## config.mk

```make
export PLATFORM = sky130hd
export DESIGN_NAME = seg7_scan_scheduler
export DESIGN_NICKNAME = d
export VERILOG_FILES = /design/src/rtl/seg7_scan_pkg.sv /design/src/rtl/seg7_scan_scheduler.sv
export SDC_FILE = /design/constraint.sdc
export NUM_CORES = 1
export LEC_CHECK = 0
export CAP_MARGIN = 30
export CELL_PAD_IN_SITES_DETAIL_PLACEMENT = 0
export CELL_PAD_IN_SITES_GLOBAL_PLACEMENT = 2
export CORE_UTILIZATION = 36
export CTS_BUF_LIST = sky130_fd_sc_hd__clkbuf_8
export DETAILED_ROUTE_END_ITERATION = 10
export GPL_TIMING_DRIVEN = 0
export HOLD_SLACK_MARGIN = 0.08
export PLACE_DENSITY = 0.9
export SETUP_SLACK_MARGIN = 0.2
export SKIP_CTS_REPAIR_TIMING = 1
export SYNTH_ARGS = -nofsm -noshare
export SYNTH_HDL_FRONTEND = slang
export SYNTH_SLANG_ARGS = --single-unit
```

## constraint.sdc

```tcl
create_clock -name clk -period 2.9 [get_ports clk]
set_clock_uncertainty 0.2 [all_clocks]
set_input_delay 0.29 -clock clk [delete_from_list [all_inputs] [get_ports clk]]
set_output_delay 0.29 -clock clk [all_outputs]
set_load 0.02 [all_outputs]
```

## src/rtl/seg7_scan_pkg.sv

```systemverilog
// rtl/seg7_scan_pkg.sv - shared types and word-building helpers for the 7-segment scan scheduler
//
// Purpose: scheduler state encoding, serial word construction and the
// enabled-digit priority search used by seg7_scan_scheduler.
// Ports: none (package).
package seg7_scan_pkg;

  typedef enum logic [2:0] {
    ST_IDLE  = 3'd0,
    ST_SEND  = 3'd1,
    ST_DWELL = 3'd2,
    ST_BLANK = 3'd3,
    ST_NEXT  = 3'd4
  } scan_state_t;

  // All segments off in the active-low segment byte.
  localparam logic [7:0] BLANK_SEG = 8'hFF;

  // {one-hot digit select in [15:12] (digit 0 on bit 15), fill, active-low segments}.
  // The dot is ORed into segment h, which sits on bit 0 of the segment byte.
  function automatic logic [15:0] build_word(input logic [7:0] seg8, input logic dot,
                                             input logic [1:0] idx, input logic [3:0] fill);
    logic [3:0] sel;
    sel = 4'b1000 >> idx;
    return {sel, fill, ~{seg8[7:1], seg8[0] | dot}};
  endfunction

  function automatic logic [15:0] blank_word(input logic [3:0] fill);
    return {4'b0000, fill, BLANK_SEG};
  endfunction

  // Lowest set index of mask; 0 when mask is empty (callers gate on |mask).
  function automatic logic [1:0] first_enabled(input logic [3:0] mask);
    logic [1:0] r;
    r = 2'd0;
    for (int i = 3; i >= 0; i--) begin
      if (mask[i]) r = 2'(i);
    end
    return r;
  endfunction

  // {found, index} of the lowest set bit of mask strictly above idx.
  function automatic logic [2:0] next_enabled(input logic [3:0] mask, input logic [1:0] idx);
    logic [2:0] r;
    r = 3'b000;
    for (int i = 3; i >= 0; i--) begin
      if (mask[i] && (i > int'(idx))) r = {1'b1, 2'(i)};
    end
    return r;
  endfunction

endpackage

```

## src/rtl/seg7_scan_scheduler.sv

```systemverilog
// rtl/seg7_scan_scheduler.sv - per-frame digit scan scheduler feeding the shift-register display driver
//
// Purpose: snapshots segment/dot/enable inputs once per frame, then for each
// enabled digit offers its 16-bit word over valid/ready, holds it lit for
// DWELL_CYCLES, and optionally follows it with a blanking word.
// Ports:
//   clk           scheduler clock
//   rst_n_i       asynchronous active-low reset
//   en_i          scanning enable
//   digit_en_i    per-digit enable mask (bit k = digit k)
//   seg_i         digit k segments at [8k+7:8k], {a..g,h}, active-high
//   dot_i         per-digit dot, ORed into segment h
//   data_o        word offered to the driver
//   valid_o       data_o valid
//   ready_i       driver accepts data_o on an edge with valid_o && ready_i
//   cur_digit_o   index of the digit currently lit
//   frame_done_o  one-cycle pulse at end of frame
module seg7_scan_scheduler
  import seg7_scan_pkg::*;
#(
  parameter int         DWELL_CYCLES = 1000,
  parameter bit         BLANK_EN     = 1'b1,
  parameter logic [3:0] FILL_NIBBLE  = 4'hF
) (
  input  logic        clk,
  input  logic        rst_n_i,
  input  logic        en_i,
  input  logic [3:0]  digit_en_i,
  input  logic [31:0] seg_i,
  input  logic [3:0]  dot_i,
  output logic [15:0] data_o,
  output logic        valid_o,
  input  logic        ready_i,
  output logic [1:0]  cur_digit_o,
  output logic        frame_done_o
);

  localparam int               CNT_W      = (DWELL_CYCLES > 1) ? $clog2(DWELL_CYCLES) : 1;
  localparam logic [CNT_W-1:0] CNT_LOAD   = CNT_W'(DWELL_CYCLES - 1);
  localparam logic [15:0]      BLANK_WORD = blank_word(FILL_NIBBLE);

  generate
    if (DWELL_CYCLES < 1) begin : g_bad_dwell
      $error("seg7_scan_scheduler: DWELL_CYCLES must be >= 1");
    end
  endgenerate

  scan_state_t      state_q, state_d;
  logic             valid_q, valid_d;
  logic [15:0]      data_q, data_d;
  logic [1:0]       cur_digit_q, cur_digit_d;
  logic             frame_done_q, frame_done_d;
  logic [1:0]       idx_q, idx_d;
  logic [CNT_W-1:0] cnt_q, cnt_d;
  logic [31:0]      seg_sh_q, seg_sh_d;
  logic [3:0]       dot_sh_q, dot_sh_d;
  logic [3:0]       den_sh_q, den_sh_d;

  logic [1:0]  first_idx;
  logic [2:0]  nxt;
  logic [15:0] idle_word;
  logic [15:0] next_word;

  // The IDLE word is built from the live inputs because the shadow registers
  // are being loaded on the same edge; later words come from the shadow copy.
  assign first_idx = first_enabled(digit_en_i);
  assign nxt       = next_enabled(den_sh_q, idx_q);
  assign idle_word = build_word(seg_i[{first_idx, 3'b000} +: 8], dot_i[first_idx],
                                first_idx, FILL_NIBBLE);
  assign next_word = build_word(seg_sh_q[{nxt[1:0], 3'b000} +: 8], dot_sh_q[nxt[1:0]],
                                nxt[1:0], FILL_NIBBLE);

  always_comb begin
    state_d      = state_q;
    valid_d      = valid_q;
    data_d       = data_q;
    cur_digit_d  = cur_digit_q;
    frame_done_d = 1'b0;
    idx_d        = idx_q;
    cnt_d        = cnt_q;
    seg_sh_d     = seg_sh_q;
    dot_sh_d     = dot_sh_q;
    den_sh_d     = den_sh_q;

    case (state_q)
      ST_IDLE: begin
        if (en_i && (|digit_en_i)) begin
          seg_sh_d = seg_i;
          dot_sh_d = dot_i;
          den_sh_d = digit_en_i;
          idx_d    = first_idx;
          data_d   = idle_word;
          valid_d  = 1'b1;
          state_d  = ST_SEND;
        end
      end
      ST_SEND: begin
        if (ready_i) begin
          valid_d     = 1'b0;
          cur_digit_d = idx_q;
          cnt_d       = CNT_LOAD;
          state_d     = ST_DWELL;
        end
      end
      ST_DWELL: begin
        if (cnt_q == '0) begin
          // A disabled scanner always leaves the display dark before idling.
          if (BLANK_EN || !en_i) begin
            data_d  = BLANK_WORD;
            valid_d = 1'b1;
            state_d = ST_BLANK;
          end else begin
            state_d = ST_NEXT;
          end
        end else begin
          cnt_d = cnt_q - 1'b1;
        end
      end
      ST_BLANK: begin
        if (ready_i) begin
          valid_d = 1'b0;
          state_d = ST_NEXT;
        end
      end
      ST_NEXT: begin
        if (nxt[2] && en_i) begin
          idx_d   = nxt[1:0];
          data_d  = next_word;
          valid_d = 1'b1;
          state_d = ST_SEND;
        end else begin
          frame_done_d = 1'b1;
          state_d      = ST_IDLE;
        end
      end
      default: begin
        valid_d = 1'b0;
        state_d = ST_IDLE;
      end
    endcase
  end

  always_ff @(posedge clk or negedge rst_n_i) begin
    if (!rst_n_i) begin
      state_q      <= ST_IDLE;
      valid_q      <= 1'b0;
      data_q       <= BLANK_WORD;
      cur_digit_q  <= 2'd0;
      frame_done_q <= 1'b0;
      idx_q        <= 2'd0;
      cnt_q        <= '0;
      seg_sh_q     <= '0;
      dot_sh_q     <= '0;
      den_sh_q     <= '0;
    end else begin
      state_q      <= state_d;
      valid_q      <= valid_d;
      data_q       <= data_d;
      cur_digit_q  <= cur_digit_d;
      frame_done_q <= frame_done_d;
      idx_q        <= idx_d;
      cnt_q        <= cnt_d;
      seg_sh_q     <= seg_sh_d;
      dot_sh_q     <= dot_sh_d;
      den_sh_q     <= den_sh_d;
    end
  end

  assign data_o       = data_q;
  assign valid_o      = valid_q;
  assign cur_digit_o  = cur_digit_q;
  assign frame_done_o = frame_done_q;

endmodule

```

==> PnR_summary.wiki <==
{| class="wikitable"
! Metric !! Value
|-
| Drt total wl || 9310 um
|-
| Worst-case vdd ir drop || 419 uV
|-
| Final period demand of the worst path || 2580 ps
|-
| Ranking of synthesized cells by area || dfrtp_1 42%, mux2_1 12%, dfstp_2 5.7%
|-
| Overflow after GRT || 0
|-
| Max Freq || 387 MHz
|-
| Part of the power in combinational logic || 43.9%
|-
| Leading area contributor after synthesis || dfrtp_1
|-
| Hold Path Cell Cnt || 1
|-
| Status || completed
|-
| DP Wirelength || 6780 um
|-
| Max-cap check violation count || 0
|-
| Portion of the post-synthesis area used by sequential elements || 48.1%
|-
| Depth of the worst register-to-register path || 6
|-
| Transition at the pin with the smallest max-transition slack || 899 ps
|-
| Post-route cell area || 0.00468 sq mm
|-
| Number of buffers inserted by port buffering || 59
|-
| Routed wire per std cell || 17.4 um
|-
| Static leakage || 1.85 nW
|-
| Power, Total || 4.65 mW
|-
| Most instantiated library cell after synthesis || dfrtp_1
|-
| Type of the tightest min-delay check || reg -> reg
|-
| Via/cell ratio || 5.33
|-
| Primary FF master, synth || dfrtp_1
|-
| Post-Syn Instances || 323
|-
| DRT antenna net count || 0
|-
| Power density over the cells || 993 mW/mm^2
|-
| Vias in the first global route || 2775
|-
| Global Route Usage Sum || 18.9%
|-
| Highest-utilization routing layer at the global route stage || met2
|-
| Ratio of final minimum period to clock period || 89.1%
|-
| Number of nets in the final layout || 443
|-
| M1 GR Usage || 27.5%
|-
| Multi-input logic area || 0.00177 sq mm
|-
| # placed instances || 518
|-
| Sink count of the clock tree || 70
|-
| Global-route wire length before repair || 14900 um
|-
| Layout cell share with drive strength beyond 1 || 18.2%
|-
| Y dimension of the die || 103 um
|-
| Setup total negative slack || 0 ps
|-
| Clock network latency to the later pin of the worst-skew pair || 360 ps
|-
| Number of top-level pins || 64
|-
| Flop pwr share || 36.2%
|-
| Antenna fix cells || 0
|-
| P_int || 2.91 mW
|-
| Number of fillers in the final layout || 950
|-
| Clock power frac || 19.9%
|-
| Max-slew violation count || 0
|-
| M2 GR Usage || 27.7%
|-
| Mean instance size in the synthesized netlist || 11.3 sq um
|-
| Starting utilization of the core area || 37.3%
|-
| Category of the worst setup path capture point || flop
|-
| TritonCTS clock tree || built
|-
| Slack of the worst reg-to-reg path || 400 ps
|-
| Clock buffer depth || 2
|-
| Async S/R FF share, synth || 100%
|-
| End point of the most critical hold path || data_o[15]
|-
| Reg area || 0.00176 sq mm
|-
| Hold violation total from the final report || 0
|-
| Die outline area || 0.0106 sq mm
|-
| Met3 track demand over resource || 4.54%
|-
| Required time at the worst-slack endpoint || 2940 ps
|-
| Worst relative slew slack || 39.6%
|-
| Layout area overhead || 27.7%
|-
| Total number of vias || 2851
|-
| Sw Share || 37.4%
|-
| Number of flops mapped to enable cells by yosys || 0
|-
| Yosys warnings || 0
|-
| Distinct cell type count of the synthesized netlist || 59
|-
| Top cells by count, synth || 62 x dfrtp_1, 39 x mux2_1, 23 x nor2_1
|-
| Clock tree root driver cell || clkbuf_8
|-
| Number of detailed-route iterations in the first pass || 4
|-
| Number of clock buffers inserted by TritonCTS || 9
|-
| DRC viols || 0
|-
| Clock transition at path regs || 80 ps
|-
| Core Box Area || 0.00982 sq mm
|-
| Data arrival at the endpoint of the critical path || 2620 ps
|-
| Width of the die || 103 um
|-
| Cell Area, Placed || 0.00443 sq mm
|-
| Setup repair after global routing missed its margin || no
|-
| Number of synthesized register bits || 70
|-
| R2R Path Start || state_q[1]
|-
| Crit-path max FO || 10
|-
| Net load switching power || 1.74 mW
|-
| Capturing point of the worst reg2reg path || data_o[13]
|-
| CP Launch Type || input port
|-
| Synth top area share || 42.3%
|-
| Number of failing setup endpoints in the final timing report || 0
|-
| Placer Congestion || 0.803
|-
| Initial detailed-routing violation count || 112
|-
| Row count || 36
|-
| Worst Hold Margin || 291 ps
|-
| Maximum number of pins on one net before global-route repair || 71
|-
| Area of the mapped netlist || 0.00367 sq mm
|-
| Final std cells w/o fill || 535
|-
| Number of antenna violations at the first check in global routing || 0
|-
| Critical path type || in -> reg
|-
| Startpoint of the lowest-slack hold path || data_o[15]
|-
| Number of H-tree branching levels || 3
|}
==> per-layer routing <==
metal,vias to the layer above,part of all wire [%],wire length (um)
met2,83,44,4120
li1,1363,-,-
met3,10,5.5,515
met1,1395,49,4580
met4,0,1.1,104
met5,-,0,0
==> power groups by stage <==
stage	clock network, mW	registers, mW	logic, mW
6_report	0.927	1.68	2.04
3_3_place_gp	0	1.69	2.01
5_1_grt	0.981	1.75	2.24
3_5_place_dp	0	1.70	2.04
2_1_floorplan	0	1.74	1.35
4_1_cts	0.944	1.69	2.05
==> flip-flops by register name, indices dropped and copies added (netlist names) <==
name          flops
seg_sh_q         32
data_o           12
cnt_q            10
dot_sh_q          4
den_sh_q          3
state_q           3
cur_digit_o       2
idx_q             2
frame_done_o      1
valid_o           1
==> kinds of logic after synthesis <==
| group | Yosys count | synth area share [%] |
|---|---|---|
| mux | 48 | 15.2 |
| fa+ha+maj | 2 | 0.682 |
| xor+xnor | 5 | 1.19 |
| simple gates | 80 | 11.4 |
| compound gates | 89 | 19.4 |
| buf+inv | 28 | 4.10 |
| flops | 70 | 48.1 |
| other cells | 1 | 0.102 |
==> critical path, cell delays in order <==
cell	delay (ps)
clkdlybuf4s50_1	560
or4_1	650
nand4b_1	180
buf_2	290
clkbuf_4	300
mux2_1	340
==> cells in the final DEF (no fill, tap or decap), types with 5 or more instances in the layout <==
master / count
dfrtp_1: 62
clkdlybuf4s50_1: 58
mux2_1: 39
nor2_1: 23
nand2_1: 16
clkbuf_8: 11
o21a_1: 10
a21oi_1: 9
nor3_1: 9
buf_2: 8
dfstp_2: 8
o21ai_1: 7
mux2_2: 7
o32ai_1: 7
o221ai_1: 7
o22ai_1: 7
a21oi_2: 7
buf_4: 6
a221oi_2: 6
clkbuf_1: 5
xor2_1: 5
==> worst max-delay path by stage <==
stage                              from            to  cells past startpoint
after floorplan                cnt_q[0]    data_o[13]                      8
after detailed placement  digit_en_i[1]  seg_sh_q[19]                      6
after global placement          rst_n_i      cnt_q[3]                      1
after global routing      digit_en_i[1]  seg_sh_q[15]                      6
after CTS                    state_q[1]    data_o[13]                      6
final                     digit_en_i[1]  seg_sh_q[14]                      6
==> final cells by class <==
cell class / instances / share of cell area (%)
Timing Repair Buffer: 60 / 12.8
Clock inverter: 5 / 1.74
Sequential cell: 70 / 37.6
Buffer: 22 / 2.78
Tap cell: 133 / 3.55
Multi-Input combinational cell: 228 / 37.8
Inverter: 6 / 0.481
Clock buffer: 11 / 3.23
==> per-stage QoR <==
step / worst slack, ps / util [%]
2_1_floorplan: 622 / -
3_3_place_gp: -1070 / 45.2
3_5_place_dp: -65.1 / 45.1
4_1_cts: 215 / 47.5
5_1_grt: 227 / 47.7
6_report: 317 / 47.7
(Power assumes the default switching activity.)
